### config.mk
export PLATFORM = sky130hd
export DESIGN_NAME = safe_input_arbiter
export DESIGN_NICKNAME = d
export VERILOG_FILES = /design/src/rtl/safe_input_arbiter.sv
export SDC_FILE = /design/constraint.sdc
export NUM_CORES = 1
export LEC_CHECK = 0
export BUFFER_PORTS_ARGS = -buffer_cell sky130_fd_sc_hd__buf_2
export CAP_MARGIN = 20
export CORE_MARGIN = 1
export CORE_UTILIZATION = 41
export DETAILED_ROUTE_END_ITERATION = 10
export PLACE_DENSITY = 0.76
export SLEW_MARGIN = 20
export SYNTH_ARGS = -nofsm -noshare
export SYNTH_HDL_FRONTEND = slang
export SYNTH_SLANG_ARGS = --single-unit
### constraint.sdc
create_clock -name clk_i -period 2.2 [get_ports clk_i]
set_input_delay 0.11 -clock clk_i [delete_from_list [all_inputs] [get_ports clk_i]]
set_output_delay 0.11 -clock clk_i [all_outputs]
set_load 0.02 [all_outputs]
### src/rtl/safe_input_arbiter.sv
`default_nettype none
// ============================================================================
// Module   : safe_input_arbiter (plus safe_pkg key/response code definitions)
// Function : round-robin session arbiter from NUM_SRC input sources to a safe.
//            Macro SAFE_ARB_RSP_BROADCAST_EN broadcasts unowned safe responses.
// Revision : 1.0 - initial release
// ============================================================================
package safe_pkg;
  typedef logic [7:0] data_in;
  typedef logic [7:0] data_out;

  localparam data_in KEY_0     = 8'h30;
  localparam data_in KEY_1     = 8'h31;
  localparam data_in KEY_2     = 8'h32;
  localparam data_in KEY_3     = 8'h33;
  localparam data_in KEY_4     = 8'h34;
  localparam data_in KEY_5     = 8'h35;
  localparam data_in KEY_6     = 8'h36;
  localparam data_in KEY_7     = 8'h37;
  localparam data_in KEY_8     = 8'h38;
  localparam data_in KEY_9     = 8'h39;
  localparam data_in KEY_OK    = 8'h0D;
  localparam data_in KEY_CLEAR = 8'h08;

  localparam data_out PASS_OK   = 8'hA0;
  localparam data_out PASS_FAIL = 8'hA1;
  localparam data_out BLOCK     = 8'hB0;
  localparam data_out TIMEOUT   = 8'hC0;
endpackage

module safe_input_arbiter #(
  parameter int NUM_SRC         = 2,
  parameter int SESSION_TIMEOUT = 2000,
  localparam int OWN_W          = (NUM_SRC > 2) ? $clog2(NUM_SRC) : 1
) (
  input  logic                           clk_i,
  input  logic                           arst_n_i,
  input  safe_pkg::data_in [NUM_SRC-1:0] src_data_i,
  input  logic [NUM_SRC-1:0]             src_valid_i,
  output logic [NUM_SRC-1:0]             src_ready_o,
  output safe_pkg::data_in               safe_data_o,
  output logic                           safe_valid_o,
  input  logic                           safe_ready_i,
  input  safe_pkg::data_out              safe_rsp_i,
  input  logic                           safe_rsp_valid_i,
  output logic                           safe_rsp_ready_o,
  output safe_pkg::data_out              src_rsp_o,
  output logic [NUM_SRC-1:0]             src_rsp_valid_o,
  input  logic [NUM_SRC-1:0]             src_rsp_ready_i,
  output logic [OWN_W-1:0]               owner_o,
  output logic                           owned_o
);

  localparam int CNT_W = (SESSION_TIMEOUT > 0) ? $clog2(SESSION_TIMEOUT + 1) : 1;
  localparam logic [CNT_W-1:0] c_TIMEOUT = CNT_W'(SESSION_TIMEOUT);
  localparam logic [OWN_W-1:0] c_LAST    = OWN_W'(NUM_SRC - 1);

  typedef enum logic [0:0] {
    S_IDLE  = 1'b0,
    S_OWNED = 1'b1
  } state_t;

  state_t           r_state, w_state_nxt;
  logic [OWN_W-1:0] r_owner, w_owner_nxt;
  logic [OWN_W-1:0] r_ptr, w_ptr_nxt;
  logic [CNT_W-1:0] r_cnt, w_cnt_nxt;

  logic [OWN_W-1:0] w_grant;
  logic [OWN_W-1:0] w_cand;
  logic             w_found;
  logic             w_fwd;
  logic             w_rsp_hs;
  logic [CNT_W-1:0] w_cnt_run;

  // First valid source at or after the pointer, wrapping.
  always_comb begin
    w_found = 1'b0;
    w_grant = '0;
    w_cand  = '0;
    for (int i = 0; i < NUM_SRC; i++) begin
      w_cand = OWN_W'((int'(r_ptr) + i) % NUM_SRC);
      if (!w_found && src_valid_i[w_cand]) begin
        w_found = 1'b1;
        w_grant = w_cand;
      end
    end
  end

  always_ff @(posedge clk_i or negedge arst_n_i) begin
    if (!arst_n_i) begin
      r_state <= S_IDLE;
      r_owner <= '0;
      r_ptr   <= '0;
      r_cnt   <= '0;
    end else begin
      r_state <= w_state_nxt;
      r_owner <= w_owner_nxt;
      r_ptr   <= w_ptr_nxt;
      r_cnt   <= w_cnt_nxt;
    end
  end

  always_comb begin
    w_state_nxt      = r_state;
    w_owner_nxt      = r_owner;
    w_ptr_nxt        = r_ptr;
    w_cnt_nxt        = '0;
    w_cnt_run        = '0;
    w_fwd            = 1'b0;
    w_rsp_hs         = 1'b0;
    src_ready_o      = '0;
    safe_valid_o     = 1'b0;
    safe_data_o      = src_data_i[r_owner];
    src_rsp_o        = safe_rsp_i;
    src_rsp_valid_o  = '0;
    safe_rsp_ready_o = 1'b0;

    case (r_state)
      S_IDLE: begin
        if (w_found) begin
          w_state_nxt = S_OWNED;
          w_owner_nxt = w_grant;
        end
        // Unowned responses; reset gating keeps ready/valid low while in reset.
`ifdef SAFE_ARB_RSP_BROADCAST_EN
        src_rsp_valid_o  = {NUM_SRC{safe_rsp_valid_i & arst_n_i}};
        safe_rsp_ready_o = (&src_rsp_ready_i) & arst_n_i;
`else
        safe_rsp_ready_o = arst_n_i;
`endif
      end

      S_OWNED: begin
        safe_valid_o             = src_valid_i[r_owner];
        src_ready_o[r_owner]     = safe_ready_i;
        src_rsp_valid_o[r_owner] = safe_rsp_valid_i;
        safe_rsp_ready_o         = src_rsp_ready_i[r_owner];
        w_fwd    = src_valid_i[r_owner] & safe_ready_i;
        w_rsp_hs = safe_rsp_valid_i & src_rsp_ready_i[r_owner];

        // A held key keeps the session alive even while the safe stalls it.
        if (w_fwd || src_valid_i[r_owner])
          w_cnt_run = '0;
        else if (r_cnt == c_TIMEOUT)
          w_cnt_run = r_cnt;
        else
          w_cnt_run = r_cnt + CNT_W'(1);

        if (w_rsp_hs || (w_cnt_run == c_TIMEOUT)) begin
          w_state_nxt = S_IDLE;
          w_ptr_nxt   = (r_owner == c_LAST) ? '0 : r_owner + OWN_W'(1);
        end else begin
          w_cnt_nxt = w_cnt_run;
        end
      end

      default: w_state_nxt = S_IDLE;
    endcase
  end

  assign owner_o = r_owner;
  assign owned_o = (r_state == S_OWNED);

endmodule
`default_nettype wire

==> impl_metrics.csv <==
group,metric,value,unit
status,result_of_the_run,"finished, final reports clean",
grt,antenna_found_initial,0,
synthesis,syn-cell-area,1120,sq um
drt,drc_marker_count_from_the_first_detailed_route_iteration,28,
critical_path,kind_of_capture_point_of_the_worst_setup_path,"register",
place,port_buf_inserts,39,
clock_network,clk_pin_slew,0.09,ns
timing,finalClockSkew,0.00349,ns
synthesis,syn-mean-instance-area,8.79,sq um
final_layout,num_antenna_cells,0,
timing,slew-limit-headroom,0.711,
critical_path,r2r-start,"r_cnt[0]$_DFF_PN0_",
synthesis,synth.yosys.seq_area_share,0.314,
pwr,irDropWorstVdd,0.735,mV
grt,grt_start_max_net_pins,16,
synthesis,ys_types,39,
synthesis,flop_and_latch_count_out_of_synthesis,14,
pwr,power_dens_cells,826,nW/um^2
pwr,report.power.total,0.00114,W
synthesis,yosys_warnings,0,
die,fp.dieArea,2930,sq um
timing,timing.final.crit_share,0.953,
critical_path,startpoint,"r_cnt[0]$_DFF_PN0_",
drt,remaining_drc_errors,0,
pwr,power.sequential.fraction,0.292,
die,die_wd,54.2,um
final_layout,final_util,0.546,
place,final_estimated_routing_congestion_in_global_placement,0.938,
timing,period_needed,2.10,ns
critical_path,cp_data_arrival_time,2.28,ns
pwr,cell_internal_pwr,0.000665,W
timing,total_of_endpoints_with_negative_setup_slack_in_the_final_report,0,
grt,grt_pass1_vias,982,
flow_run,maxCapViolations,0,
pwr,pwr-share-clk,0.163,
clock_network,tritoncts.num_buffers,3,
grt,globalRouteOverflowTotal,0,
die,ios,56,
clock_network,clock_tree.root_cell,"sky130_fd_sc_hd__clkbuf_4",
timing,timing.fmax,477,MHz
die,floorplan.initialDensity,0.442,
pwr,static-leakage-power,0.629,nW
die,core_region_area,2520,sq um
timing,max_slew.worst_pin.slew,0.433,ns
final_layout,mostFrequentLayoutCell,"sky130_fd_sc_hd__buf_2",
critical_path,cp_data_required_time,2.38,ns
die,rows,18,
pwr,pwr-share-comb,0.544,
final_layout,layout-drive-gt1-share,0.402,
clock_network,cts-htree-levels,1,
grt,grt_first_pass_wirelength,4210,um
clock_network,clockBufferDepth,2,
grt,grt_use_total,0.202,
final_layout,final_net_count,199,
drt,post_drt_wl_per_cell,13.7,um
drt,totalWireLength,2660,um
synthesis,netlist_instances,127,
drt,detailroute.via_count,1088,
critical_path,timing_worst_setup_path_type,"register to register",
timing,report.final.hold_viol_count,0,
clock_network,tritoncts,"done",
min_path,worstHoldStart,"src_valid_i[0]",
drt,postRouteAntennaNets,0,
clock_network,clk_latency,0.28,ns
drt,detail_route.first_pass.iterations,5,
critical_path,critical_path_peak_fanout,4,
final_layout,area_growth,23.4,%
critical_path,startpoint_type,"register",
timing,finalMaxSlewViolations,0,
synthesis,mappedNetlistNets,161,
final_layout,mostFrequentLayoutCells,"39 x sky130_fd_sc_hd__buf_2, 16 x sky130_fd_sc_hd__nor2_1, 14 x sky130_fd_sc_hd__dfrtp_1",
pwr,net_switching_power,0.000473,W
die,die_height,54.2,um
min_path,holdCritPathClass,"input pin to register",
pwr,sw_frac_of_total,0.415,
drt,routed_via_density,5.61,
clock_network,cts_num_sinks,14,
place,post-dp-hpwl,2100,um
## flip-flops by register name (all words and copies together), names as in the netlist
register / count
owner_o: 1
r_cnt: 11
owned_o: 1
r_ptr: 1
## stage by stage
stage | std cells | hold slack (ns) | setup slack (ns) | cell area (sq um) | setup TNS, ns
2_1_floorplan | 127 | -0.186 | 0.195 | 1120 | 0
3_3_place_gp | 188 | 0.0291 | 0.193 | 1300 | 0
3_5_place_dp | 188 | 0.0344 | 0.107 | 1300 | 0
4_1_cts | 193 | 0.0346 | 0.0794 | 1350 | 0
5_1_grt | 194 | 0.0399 | -0.00652 | 1380 | -0.00703
6_report | 194 | 0.0427 | 0.103 | 1380 | 0
## cells in the mapped netlist, drive strengths merged
| cell | count | area [sq um] |
|---|---|---|
| nor2 | 16 | 60.1 |
| and2 | 1 | 6.26 |
| inv | 5 | 18.8 |
| and4b | 1 | 10.0 |
| clkbuf | 3 | 12.5 |
| o211ai | 1 | 7.51 |
| and4 | 1 | 8.76 |
| nor2b | 2 | 12.5 |
| a31oi | 2 | 12.5 |
| nand3 | 7 | 35.0 |
| mux2 | 9 | 105 |
| or3 | 2 | 12.5 |
| and3 | 2 | 12.5 |
| nand4 | 3 | 18.8 |
| nor3b | 1 | 7.51 |
| buf | 10 | 70.1 |
| xor2 | 5 | 43.8 |
| nand4b | 2 | 30.0 |
| nor3 | 2 | 10.0 |
| a221oi | 1 | 8.76 |
| nor4 | 2 | 27.5 |
| o22a | 1 | 8.76 |
| or2 | 1 | 6.26 |
| ha | 2 | 25.0 |
| dfrtp | 14 | 350 |
| a21o | 1 | 7.51 |
| o21a | 2 | 15.0 |
| o21bai | 1 | 11.3 |
| o311ai | 1 | 8.76 |
| mux2i | 3 | 30.0 |
| a21oi | 6 | 30.0 |
| nand2b | 3 | 18.8 |
| nand2 | 9 | 33.8 |
| xnor2 | 4 | 35.0 |
| o21ai | 1 | 5.00 |
## final cells by class
cell class / count / area [sq um]
Tap cell: 30 / 37.5
Inverter: 5 / 18.8
Clock buffer: 4 / 36.3
Multi-Input combinational cell: 95 / 684
Sequential cell: 14 / 350
Fill cell: 237 / 1140
Timing Repair Buffer: 46 / 250
## power by group through the flow
stage               Sequential, W  Clock [W]  Combinational [W]
finish                   0.000333   0.000186           0.000619
global route             0.000339   0.000202           0.000674
CTS                      0.000332   0.000190           0.000612
detailed placement       0.000338          0           0.000607
global placement         0.000336          0           0.000595
floorplan                0.000344          0           0.000427
## metal layers
metal / GRT usage / up-vias / share of wire
met5: 0 / - / 0
met4: 0.111 / 0 / 0.029
met3: 0.0339 / 11 / 0.076
met2: 0.337 / 61 / 0.49
met1: 0.243 / 506 / 0.41
li1: - / 510 / -
## cells by family (layout without fill, tap and decap cells)
kind of cell             count (synthesis)  in the layout  share of synthesized area
adder cells (fa/ha/maj)                  2              2                     0.0224
XOR/XNOR                                 9              9                     0.0706
AND/OR/NAND/NOR                         55             55                      0.278
AO/OA/AOI/OAI                           17             17                      0.103
multiplexers                            12             12                      0.121
buffers and inverters                   18             55                     0.0908
flip-flops                              14             14                      0.314
## worst max-delay path, stage by stage (launching register included)
cell and delay [ns]:
sky130_fd_sc_hd__dfrtp_1 0.42, sky130_fd_sc_hd__inv_1 0.11, sky130_fd_sc_hd__ha_1 0.21, sky130_fd_sc_hd__nand4b_2 0.21, sky130_fd_sc_hd__nor4_4 0.28, sky130_fd_sc_hd__mux2_4 0.23, sky130_fd_sc_hd__nand4b_2 0.15, sky130_fd_sc_hd__o21a_1 0.22
sky130_fd_sc_hd__o21a_1 0.17
## final timing paths
kind | endpoint | slack (ns) | cells past startpoint
hold reg to reg | r_ptr$_DFFE_PN0P_ | 0.54 | 2
hold / removal | owner_o$_DFFE_PN0P_ | 0.04 | 2
setup reg to reg | owned_o$_DFF_PN0_ | 0.10 | 8
setup / recovery | owned_o$_DFF_PN0_ | 0.10 | 8
min in group asynchronous | r_cnt[1]$_DFF_PN0_ | 0.26 | 2
max in group asynchronous | r_cnt[5]$_DFF_PN0_ | 1.69 | 2
## what timing repair did
item | in CTS | in global routing
setup buffers | 0 | 1
hold endpoints to repair | 14 | 0
endpoints found under the setup margin | 0 | 9
hold buffers | 1 | 0
resized for setup | 0 | 4
(Power assumes the default switching activity.)
